$ cat config.mk
export PLATFORM = sky130hd
export DESIGN_NAME = btn_debounce
export DESIGN_NICKNAME = d
export VERILOG_FILES = /design/src/rtl/btn_pkg.sv /design/src/rtl/btn_debounce_chan.sv /design/src/rtl/btn_debounce.sv
export SDC_FILE = /design/constraint.sdc
export NUM_CORES = 1
export LEC_CHECK = 0
export CAP_MARGIN = 10
export CORE_MARGIN = 1.5
export CORE_UTILIZATION = 55
export DETAILED_ROUTE_END_ITERATION = 8
export PLACE_DENSITY = 0.76
export SETUP_SLACK_MARGIN = 0.1
export SLEW_MARGIN = 20
export SYNTH_ARGS = -nofsm -noshare
export SYNTH_HDL_FRONTEND = slang
export SYNTH_SLANG_ARGS = --single-unit
$ cat constraint.sdc
create_clock -name clk -period 2.3 [get_ports clk]
set_input_delay 0.345 -clock clk [delete_from_list [all_inputs] [get_ports clk]]
set_output_delay 0.345 -clock clk [all_outputs]
set_load 0.1 [all_outputs]
$ cat src/rtl/btn_pkg.sv
// Shared encodings for the push-button debounce path.
package btn_pkg;

   typedef enum logic [1:0] {
      RELEASED    = 2'd0,
      CHK_PRESS   = 2'd1,
      PRESSED     = 2'd2,
      CHK_RELEASE = 2'd3
   } deb_state_t;

   localparam int EV_IDX_W = 3;

endpackage

$ cat src/rtl/btn_debounce_chan.sv
// One button channel: 2-flop synchronizer, polarity normalization and
// debounce FSM producing a clean level plus one-cycle press/release pulses.
module btn_debounce_chan
   import btn_pkg::*;
#(
   parameter int LOG2DELAY  = 16,
   parameter bit ACTIVE_LOW = 1'b1
) (
   input  logic clk,
   input  logic resetn,
   input  logic pin,
   output logic level,
   output logic press,
   output logic rel
);

   localparam logic [LOG2DELAY-1:0] CNT_MAX = '1;

   logic [1:0]           sync;
   logic                 s;
   deb_state_t           state;
   logic [LOG2DELAY-1:0] cnt;

   // Normalized so that 1 = pressed; reset value is therefore "not pressed".
   always_ff @(posedge clk or negedge resetn) begin
      if (!resetn) begin
         sync <= '0;
      end else begin
         sync <= {sync[0], pin ^ ACTIVE_LOW};
      end
   end

   assign s = sync[1];

   // NOTE: all state here uses <= so every branch sees pre-edge values.
   always_ff @(posedge clk or negedge resetn) begin
      if (!resetn) begin
         state <= RELEASED;
         cnt   <= '0;
         level <= 1'b0;
         press <= 1'b0;
         rel   <= 1'b0;
      end else begin
         press <= 1'b0;
         rel   <= 1'b0;
         case (state)
            RELEASED: begin
               if (s) begin
                  state <= CHK_PRESS;
                  cnt   <= '0;
               end
            end
            CHK_PRESS: begin
               if (!s) begin
                  state <= RELEASED;
               end else if (cnt == CNT_MAX) begin
                  state <= PRESSED;
                  level <= 1'b1;
                  press <= 1'b1;
               end else begin
                  cnt <= cnt + 1'b1;
               end
            end
            PRESSED: begin
               if (!s) begin
                  state <= CHK_RELEASE;
                  cnt   <= '0;
               end
            end
            CHK_RELEASE: begin
               if (s) begin
                  state <= PRESSED;
               end else if (cnt == CNT_MAX) begin
                  state <= RELEASED;
                  level <= 1'b0;
                  rel   <= 1'b1;
               end else begin
                  cnt <= cnt + 1'b1;
               end
            end
            default: state <= RELEASED;
         endcase
      end
   end

endmodule

$ cat src/rtl/btn_debounce.sv
// Debounced push-button bank with per-channel pending bits, a lowest-index
// arbiter and a single-entry valid/ready event register.
module btn_debounce
   import btn_pkg::*;
#(
   parameter int NBTN       = 5,
   parameter int LOG2DELAY  = 16,
   parameter bit ACTIVE_LOW = 1'b1
) (
   input  logic                clk,
   input  logic                resetn,
   input  logic [NBTN-1:0]     btn_in,
   output logic [NBTN-1:0]     btn_state,
   output logic [NBTN-1:0]     btn_press,
   output logic [NBTN-1:0]     btn_release,
   output logic                ev_valid,
   input  logic                ev_ready,
   output logic [EV_IDX_W-1:0] ev_idx,
   output logic                ev_press,
   output logic                overflow
);

   logic [NBTN-1:0]     pend_p, pend_r;
   logic [NBTN-1:0]     eff_p, eff_r;
   logic [NBTN-1:0]     clr_p, clr_r;
   logic                found, load, sel_press;
   logic [EV_IDX_W-1:0] sel_idx;
   int                  sel_i;

   for (genvar g = 0; g < NBTN; g++) begin : g_chan
      btn_debounce_chan #(
         .LOG2DELAY (LOG2DELAY),
         .ACTIVE_LOW(ACTIVE_LOW)
      ) u_chan (
         .clk   (clk),
         .resetn(resetn),
         .pin   (btn_in[g]),
         .level (btn_state[g]),
         .press (btn_press[g]),
         .rel   (btn_release[g])
      );
   end

   // Pulses arriving this cycle are eligible immediately, saving a cycle.
   assign eff_p = pend_p | btn_press;
   assign eff_r = pend_r | btn_release;

   // NOTE: every always_comb output gets a default first so no latch is inferred.
   always_comb begin
      found     = 1'b0;
      sel_i     = 0;
      sel_idx   = '0;
      sel_press = 1'b0;
      for (int i = 0; i < NBTN; i++) begin
         if (!found && (eff_p[i] || eff_r[i])) begin
            found   = 1'b1;
            sel_i   = i;
            sel_idx = EV_IDX_W'(i);
            // With both pending, the older transition is the opposite of the current level.
            sel_press = (eff_p[i] && eff_r[i]) ? !btn_state[i] : eff_p[i];
         end
      end
      load  = found && (!ev_valid || ev_ready);
      clr_p = '0;
      clr_r = '0;
      for (int i = 0; i < NBTN; i++) begin
         clr_p[i] = load && (i == sel_i) && sel_press;
         clr_r[i] = load && (i == sel_i) && !sel_press;
      end
   end

   always_ff @(posedge clk or negedge resetn) begin
      if (!resetn) begin
         pend_p   <= '0;
         pend_r   <= '0;
         ev_valid <= 1'b0;
         ev_idx   <= '0;
         ev_press <= 1'b0;
         overflow <= 1'b0;
      end else begin
         // A pulse landing on a bit being drained this edge is kept, not lost.
         pend_p   <= (eff_p & ~clr_p) | (pend_p & btn_press);
         pend_r   <= (eff_r & ~clr_r) | (pend_r & btn_release);
         overflow <= overflow
                   | (|(pend_p & btn_press & ~clr_p))
                   | (|(pend_r & btn_release & ~clr_r));
         if (load) begin
            ev_valid <= 1'b1;
            ev_idx   <= sel_idx;
            ev_press <= sel_press;
         end else if (ev_ready) begin
            ev_valid <= 1'b0;
         end
      end
   end

endmodule

==> results by group, run 1 <==
GRT
  – Global route total overflow: 0
  – First-pass GRT wire length: 23.5 mm
  – Largest net degree at the start of global routing: 42
  – Initial antenna violation count: 0
  – Vias in the first global route: 5,004
  – Global Route Usage Sum: 0.235

Setup path
  – FF-to-FF path depth: 8
  – Setup crit end: overflow
  – Crit start category: register
  – R2R Setup Slk: 100 ps
  – Crit path from: pend_r[0]
  – Crit end category: register
  – R2R Path Start: pend_r[0]
  – Crit path kind: reg -> reg
  – Worst Path Required: roughly 2600 ps
  – Worst flop-to-flop path endpoint: overflow
  – Critical path fanouts, max: 4
  – CP Data Arrival Time: between 2000 and 3000 ps

Synthesis
  – Number of synthesized register bits: 131
  – Main synth FF type: dfrtp_1
  – Syn nets: 675
  – Synth warnings: 0
  – Cell area after synthesis: roughly 6400 µm²
  – Post-synth EDFFs: 0
  – Gate Count Post-Synth: between 600 and 700
  – Dominant cells by area after synthesis: dfrtp_1 51%, nor2_1 5.2%, xor2_1 5.2%, nand2_1 3.8%, o21ai_0 3.8%
  – Register area share after synthesis: 0.509
  – Async SR Flop Fraction: 1.00
  – Syn_area_per_cell: between 9 and 10 µm²
  – Top cell type's share of synthesized area: 0.509
  – Unique masters post-synth: a little under 60
  – Area leader, netlist: dfrtp_1

Power and ir drop
  – Internal power: 4.46 mW
  – Pwr Density: 729 nW/µm²
  – Comb pwr share: 0.042
  – Switching Share: 0.214
  – Maximum vdd drop: 0.571 mV
  – Flop pwr share: 0.431
  – Net switching power: approximately 1.2 mW
  – LEAKAGE: ~3.5 nW
  – Clock power share: 0.527

Detailed routing
  – Vias: between 5,000 and 6,000
  – Vias per inst: 5.81
  – Drt total wl: between 10 and 15 mm
  – Wirelength per Cell: 16.0 µm
  – DRC violations left: 0
  – Antenna Nets Post-Route: 0
  – 1st-pass router iterations: 5
  – Iter 0 DRT Violations: just under 400

Finish
  – Share of post-route cells with drive strength above 1: 0.175
  – Commonest cells after routing, fill and taps aside: 127 x dfrtp_1, 87 x nor2_1, 64 x nand2_1, 58 x buf_4, 48 x o21ai_0
  – Commonest non-fill, non-tap cell in the layout: dfrtp_1
  – Synth-to-Final Area Change: 20.9%
  – Fillcell total: 878
  – ANT cells: 0
  – Final net count: around 740
  – Final core occ: 0.682
  – Non-filler cells, final: 880

Floorplanning
  – Core area: between 10,000 and 15,000 µm²
  – Top-level I/O count: 29
  – Die width: around 110 µm
  – Initial Utilization: 0.564
  – Die Span Y: around 110 µm
  – Rows: 39
  – Die footprint: between 10,000 and 15,000 µm²

Timing
  – Final setup violation count: 0
  – Post-layout min period: roughly 2200 ps
  – Worst slew margin: 0.472
  – Setup Total Neg Slack: 0 ps
  – Final Slew Violations: 0
  – Final worst-path cycle share: 0.959
  – Worst Skew: 6.43 ps
  – Worst-Margin Slew: 790 ps
  – Final Hold Viols: 0
  – Unrepaired setup endpoints after global routing: true
  – Fmax achieved: around 450 MHz

Placement
  – Number of instances in the placed design: around 840
  – Routability Congestion: 0.839
  – HPWL Detailed: about 9.0 mm
  – Port-buffer cells: 28

Clock tree
  – Max H-tree Level: 4
  – Root Buffer: clkbuf_16
  – Clk Latency, worst-skew pair: approximately 430 ps
  – Clock slew at reported path FFs: around 50 ps
  – Clock sink count: approximately 130
  – Clk buf depth: 2
  – TritonCTS clock tree: built
  – CTS Buf Count: 17

Outcome
  – Outcome: completed

Hold path
  – Hold WC Path Type: reg -> reg

Run
  – Max_cap viols: 0
==> through the flow <==
step                power, mW  instance area [µm²]  setup slack (ps)  hold slack (ps)
floorplan                2.60                 6440               110             49.4
global placement         2.70                 6920              72.6              333
detailed placement       2.72                 6920             -11.6              335
CTS                      5.71                 7590              40.6              347
global route             5.84                 7790              10.4              354
finish                   5.68                 7790              95.1              345
==> state kept, by name (all words and copies together), names as in the netlist, named ones only <==
signal / count
ev_idx: 3
ev_press: 1
ev_valid: 1
g_chan.u_chan.cnt: 80
g_chan.u_chan.level: 5
g_chan.u_chan.press: 5
g_chan.u_chan.rel: 5
g_chan.u_chan.state: 5
g_chan.u_chan.sync: 10
overflow: 1
pend_p: 5
pend_r: 5
==> critical path, cell delays in order, from the launching register on <==
cell and delay, ps:
dfrtp_1 400, buf_6 140, nor4_4 240, buf_4 170
nand4_2 170, nor3_4 270, a21oi_2 90, a311o_1 320
a2111o_1 280
==> kinds of logic after synthesis <==
logic type	after synthesis	share of synthesized area
buffers and inverters	45	0.0350
xor gates and xnor gates	59	0.0803
and+or+nand+nor	293	0.230
DFF	131	0.509
AOI/OAI and AO/OA	113	0.110
muxes	7	0.0119
adders and majority gates	14	0.0237
==> final cells by class <==
type	instances	area, µm²	share of cell area
tap	143	179	0.0230
sequential	131	3280	0.422
multi-input combinational	486	3040	0.391
timing repair buffer	69	559	0.0718
inverter	19	71.3	0.00916
clock inverter	11	180	0.0231
clock buffer	21	470	0.0604
==> synth_stat cells, types with 2 or more instances <==
library cell,n
or3_1,9
clkbuf_1,11
or2_1,2
mux2i_1,2
and2_1,6
xnor2_1,21
a21oi_1,19
xor2_1,38
a41oi_1,2
nand2_1,66
nor2b_1,2
ha_1,5
and4_1,6
maj3_1,9
a22o_1,12
nor2_1,89
nor3b_1,7
buf_4,15
nand3_1,34
a211oi_1,2
a31oi_1,8
inv_1,18
o31ai_1,5
nor3_1,7
dfrtp_1,131
mux2_2,5
nand4_1,25
and3_1,13
o21bai_1,2
o21ai_0,49
nand2b_1,5
nor4_1,9
nor4_4,2
==> power groups by stage <==
stage	Combinational (mW)	Sequential [mW]	Clock, mW
2_1_floorplan	0.134	2.46	0
3_3_place_gp	0.220	2.48	0
3_5_place_dp	0.235	2.48	0
4_1_cts	0.239	2.45	3.02
5_1_grt	0.271	2.46	3.11
6_report	0.238	2.45	2.99
==> routing by layer <==
metal  track usage  wire length [µm]
met3        0.0667               632
met2         0.381              6990
met1         0.301              6120
met5             0                 0
met4        0.0852               306
==> how the worst min path moves through the flow <==
stage	endpoint	from	slack (ps)	depth (start not counted)
6_report	g_chan[3].u_chan.sync[1]	g_chan[3].u_chan.sync[0]	350	0
5_1_grt	g_chan[3].u_chan.sync[1]	g_chan[3].u_chan.sync[0]	350	0
4_1_cts	g_chan[3].u_chan.sync[1]	g_chan[3].u_chan.sync[0]	350	0
3_5_place_dp	g_chan[3].u_chan.sync[1]	g_chan[3].u_chan.sync[0]	330	0
3_3_place_gp	g_chan[3].u_chan.sync[1]	g_chan[3].u_chan.sync[0]	330	0
2_1_floorplan	asynchronous set/reset pin	resetn	50	0
==> repair_timing <==
item	CTS	global route
hold buffers	1	0
setup endpoints to repair	6	28
pin swaps	0	9
resized for setup	2	30
endpoints found under the hold margin	36	0
setup buffers	0	11
Power figures use the tool's default switching activity.
==> run 2: changes to the inputs <==
Settings changed: CORE_UTILIZATION 55 to 60, PLACE_DENSITY 0.76 to 0.79, REMOVE_ABC_BUFFERS set to 1, TNS_END_PERCENT set to 1.
Clock period 2.3 ns to 2.4 ns, I/O delays scaled along.
==> results by group, run 2 (same netlist as run 1, synthesis figures left out) <==
Outcome
  – Outcome: completed

Run
  – Max_cap viols: 0

Power and ir drop
  – Switching Share: 0.222
  – Pwr Density: slightly below 700 nW/µm²
  – Net switching power: ~1.1 mW
  – Comb pwr share: 0.043
  – Internal power: roughly 4 mW
  – Pwr Total: between 5 and 6 mW
  – Clock power share: 0.501
  – LEAKAGE: 3.38 nW
  – Maximum vdd drop: ~0.53 mV
  – Flop pwr share: 0.457

Setup path
  – Crit path kind: reg -> reg
  – Worst-path cell chain: or4_1, a31oi_1, a21boi_4, or3_1, maj3_1
  – Worst Path Required: ~2800 ps
  – R2R Setup Slk: roughly 130 ps
  – Top delay family on crit path: simple AND/OR/NAND/NOR gates
  – Crit path buf inv count: 0
  – Critical path fanouts, max: 10
  – Crit end category: register
  – CP Data Arrival Time: between 2000 and 3000 ps
  – CP peak stage delay: 540 ps
  – Crit start category: register
  – Slowest CP cell: or4_1

Finish
  – Fillcell total: around 770
  – Final net count: 718
  – ANT cells: 0
  – Fin area: around 7500 µm²
  – Largest regs: g_chan.u_chan.cnt x80, g_chan.u_chan.sync x10
  – Number of flip-flops in the largest register: 80
  – Commonest non-fill, non-tap cell in the layout: dfrtp_1
  – Commonest cells after routing, fill and taps aside: 131 x dfrtp_1, 89 x nor2_1, 66 x nand2_1, 49 x o21ai_0, 42 x buf_4
  – Synth-to-Final Area Change: 16.1%
  – Biggest register: g_chan.u_chan.cnt
  – Share of post-route cells with drive strength above 1: 0.128
  – Final core occ: 0.721

Clock tree
  – Root Buffer: clkbuf_8
  – Max H-tree Level: 4
  – Clk Latency, worst-skew pair: between 500 and 600 ps
  – Clock sink count: between 100 and 150
  – CTS Buf Count: 17
  – Clock slew at reported path FFs: about 60 ps
  – Clk buf depth: 2
  – TritonCTS clock tree: built

Detailed routing
  – Iter 0 DRT Violations: approximately 310
  – Metal2 WL: around 6.6 mm
  – Wire length on met3: 499 µm
  – Antenna Nets Post-Route: 0
  – Metal-1 WL: 5.94 mm
  – Drt total wl: approximately 13 mm
  – Vias: roughly 5,000
  – Vias per inst: slightly below 6
  – Max Used Layer: met4
  – 1st-pass router iterations: 5
  – DRC violations left: 0
  – Wirelength per Cell: approximately 16 µm

Timing
  – Worst hold slack: roughly 310 ps
  – Final Slew Violations: 0
  – Fmax achieved: 440 MHz
  – Final worst-path cycle share: 0.948
  – Final setup violation count: 0
  – Worst-Margin Slew: between 800 and 900 ps
  – Post-layout min period: between 2000 and 2500 ps
  – Setup Total Neg Slack: 0 ps
  – Unrepaired setup endpoints after global routing: true
  – Worst slew margin: 0.419
  – Worst Skew: 10.1 ps
  – Final Hold Viols: 0

GRT
  – Largest net degree at the start of global routing: 46
  – Vias in the first global route: between 4,000 and 5,000
  – Global route total overflow: 0
  – Initial antenna violation count: 0
  – Global Route Usage Sum: 0.250
  – First-pass GRT wire length: 22.3 mm

Placement
  – HPWL Detailed: between 9 and 10 mm
  – Routability Congestion: 0.892
  – Placed Area: about 6900 µm²
  – Port-buffer cells: 28

Floorplanning
  – Rows: 37
  – Initial Utilization: 0.621
  – Top-level I/O count: 29
  – Die Span Y: between 100 and 150 µm
  – Die width: 107 µm
  – Core area: approximately 10,000 µm²
  – Die footprint: 11,400 µm²

Hold path
  – Hold WC Path Type: in -> reg
-- run 2: changes by cell type in the layout (fill, tap and decap cells not counted), sizes merged --
cell      before  now
clkinv         6    3
clkinvlp       0    4
inv           19   20
buf           62   43
bufinv         5    3
-- run 2: power by group through the flow --
| stage | logic [mW] | registers [mW] | clock network [mW] |
|---|---|---|---|
| finish | 0.219 | 2.35 | 2.57 |
| floorplan | 0.121 | 2.36 | 0 |
| global placement | 0.209 | 2.38 | 0 |
| global route | 0.252 | 2.36 | 2.71 |
| detailed placement | 0.219 | 2.38 | 0 |
| CTS | 0.223 | 2.34 | 2.62 |
-- run 2: worst paths after layout --
| check | start | cells after the start | end |
|---|---|---|---|
| setup / recovery | g_chan[0].u_chan.press | 5 | pend_r[3] |
| max in group asynchronous | resetn | 3 | pend_p[2] |
| hold / removal | btn_in[4] | 2 | g_chan[4].u_chan.sync[0] |
| hold reg to reg | g_chan[4].u_chan.sync[0] | 0 | g_chan[4].u_chan.sync[1] |
| min in group asynchronous | resetn | 2 | g_chan[4].u_chan.cnt[7] |
| setup reg to reg | g_chan[0].u_chan.press | 5 | pend_r[3] |
-- run 2: area by class of cell --
cell class | instances | area (µm²) | area share
Sequential cell | 131 | 3280 | 0.439
Multi-Input combinational cell | 486 | 2950 | 0.395
Clock buffer | 21 | 449 | 0.0601
Timing Repair Buffer | 50 | 405 | 0.0542
Tap cell | 136 | 170 | 0.0228
Clock inverter | 11 | 151 | 0.0203
Inverter | 19 | 71.3 | 0.00954
-- run 2: stage by stage --
stage          instances  worst slack, ps
2_1_floorplan        636             -357
3_3_place_gp         821              177
3_5_place_dp         821              123
4_1_cts              854              109
5_1_grt              854             14.5
6_report             854              125
-- run 2: repair_timing --
item	CTS	global route
setup buffers	0	0
resized for setup	0	3
hold buffers	1	0
hold endpoints to repair	36	0
endpoints found under the setup margin	0	4
-- run 2: worst register-to-register path, delay by kind of cell, from the launching register on --
kind,cells,cell delay (ps)
AND/OR/NAND/NOR,2,920
flip-flops,1,460
adder cells (fa/ha/maj),1,350
AO/OA/AOI/OAI,2,420
-- run 2: metal layers --
layer / track usage / vias up
met1: 0.310 / 2443
li1: - / 2419
met2: 0.417 / 103
met5: 0 / -
met3: 0.0699 / 22
met4: 0.0981 / 0
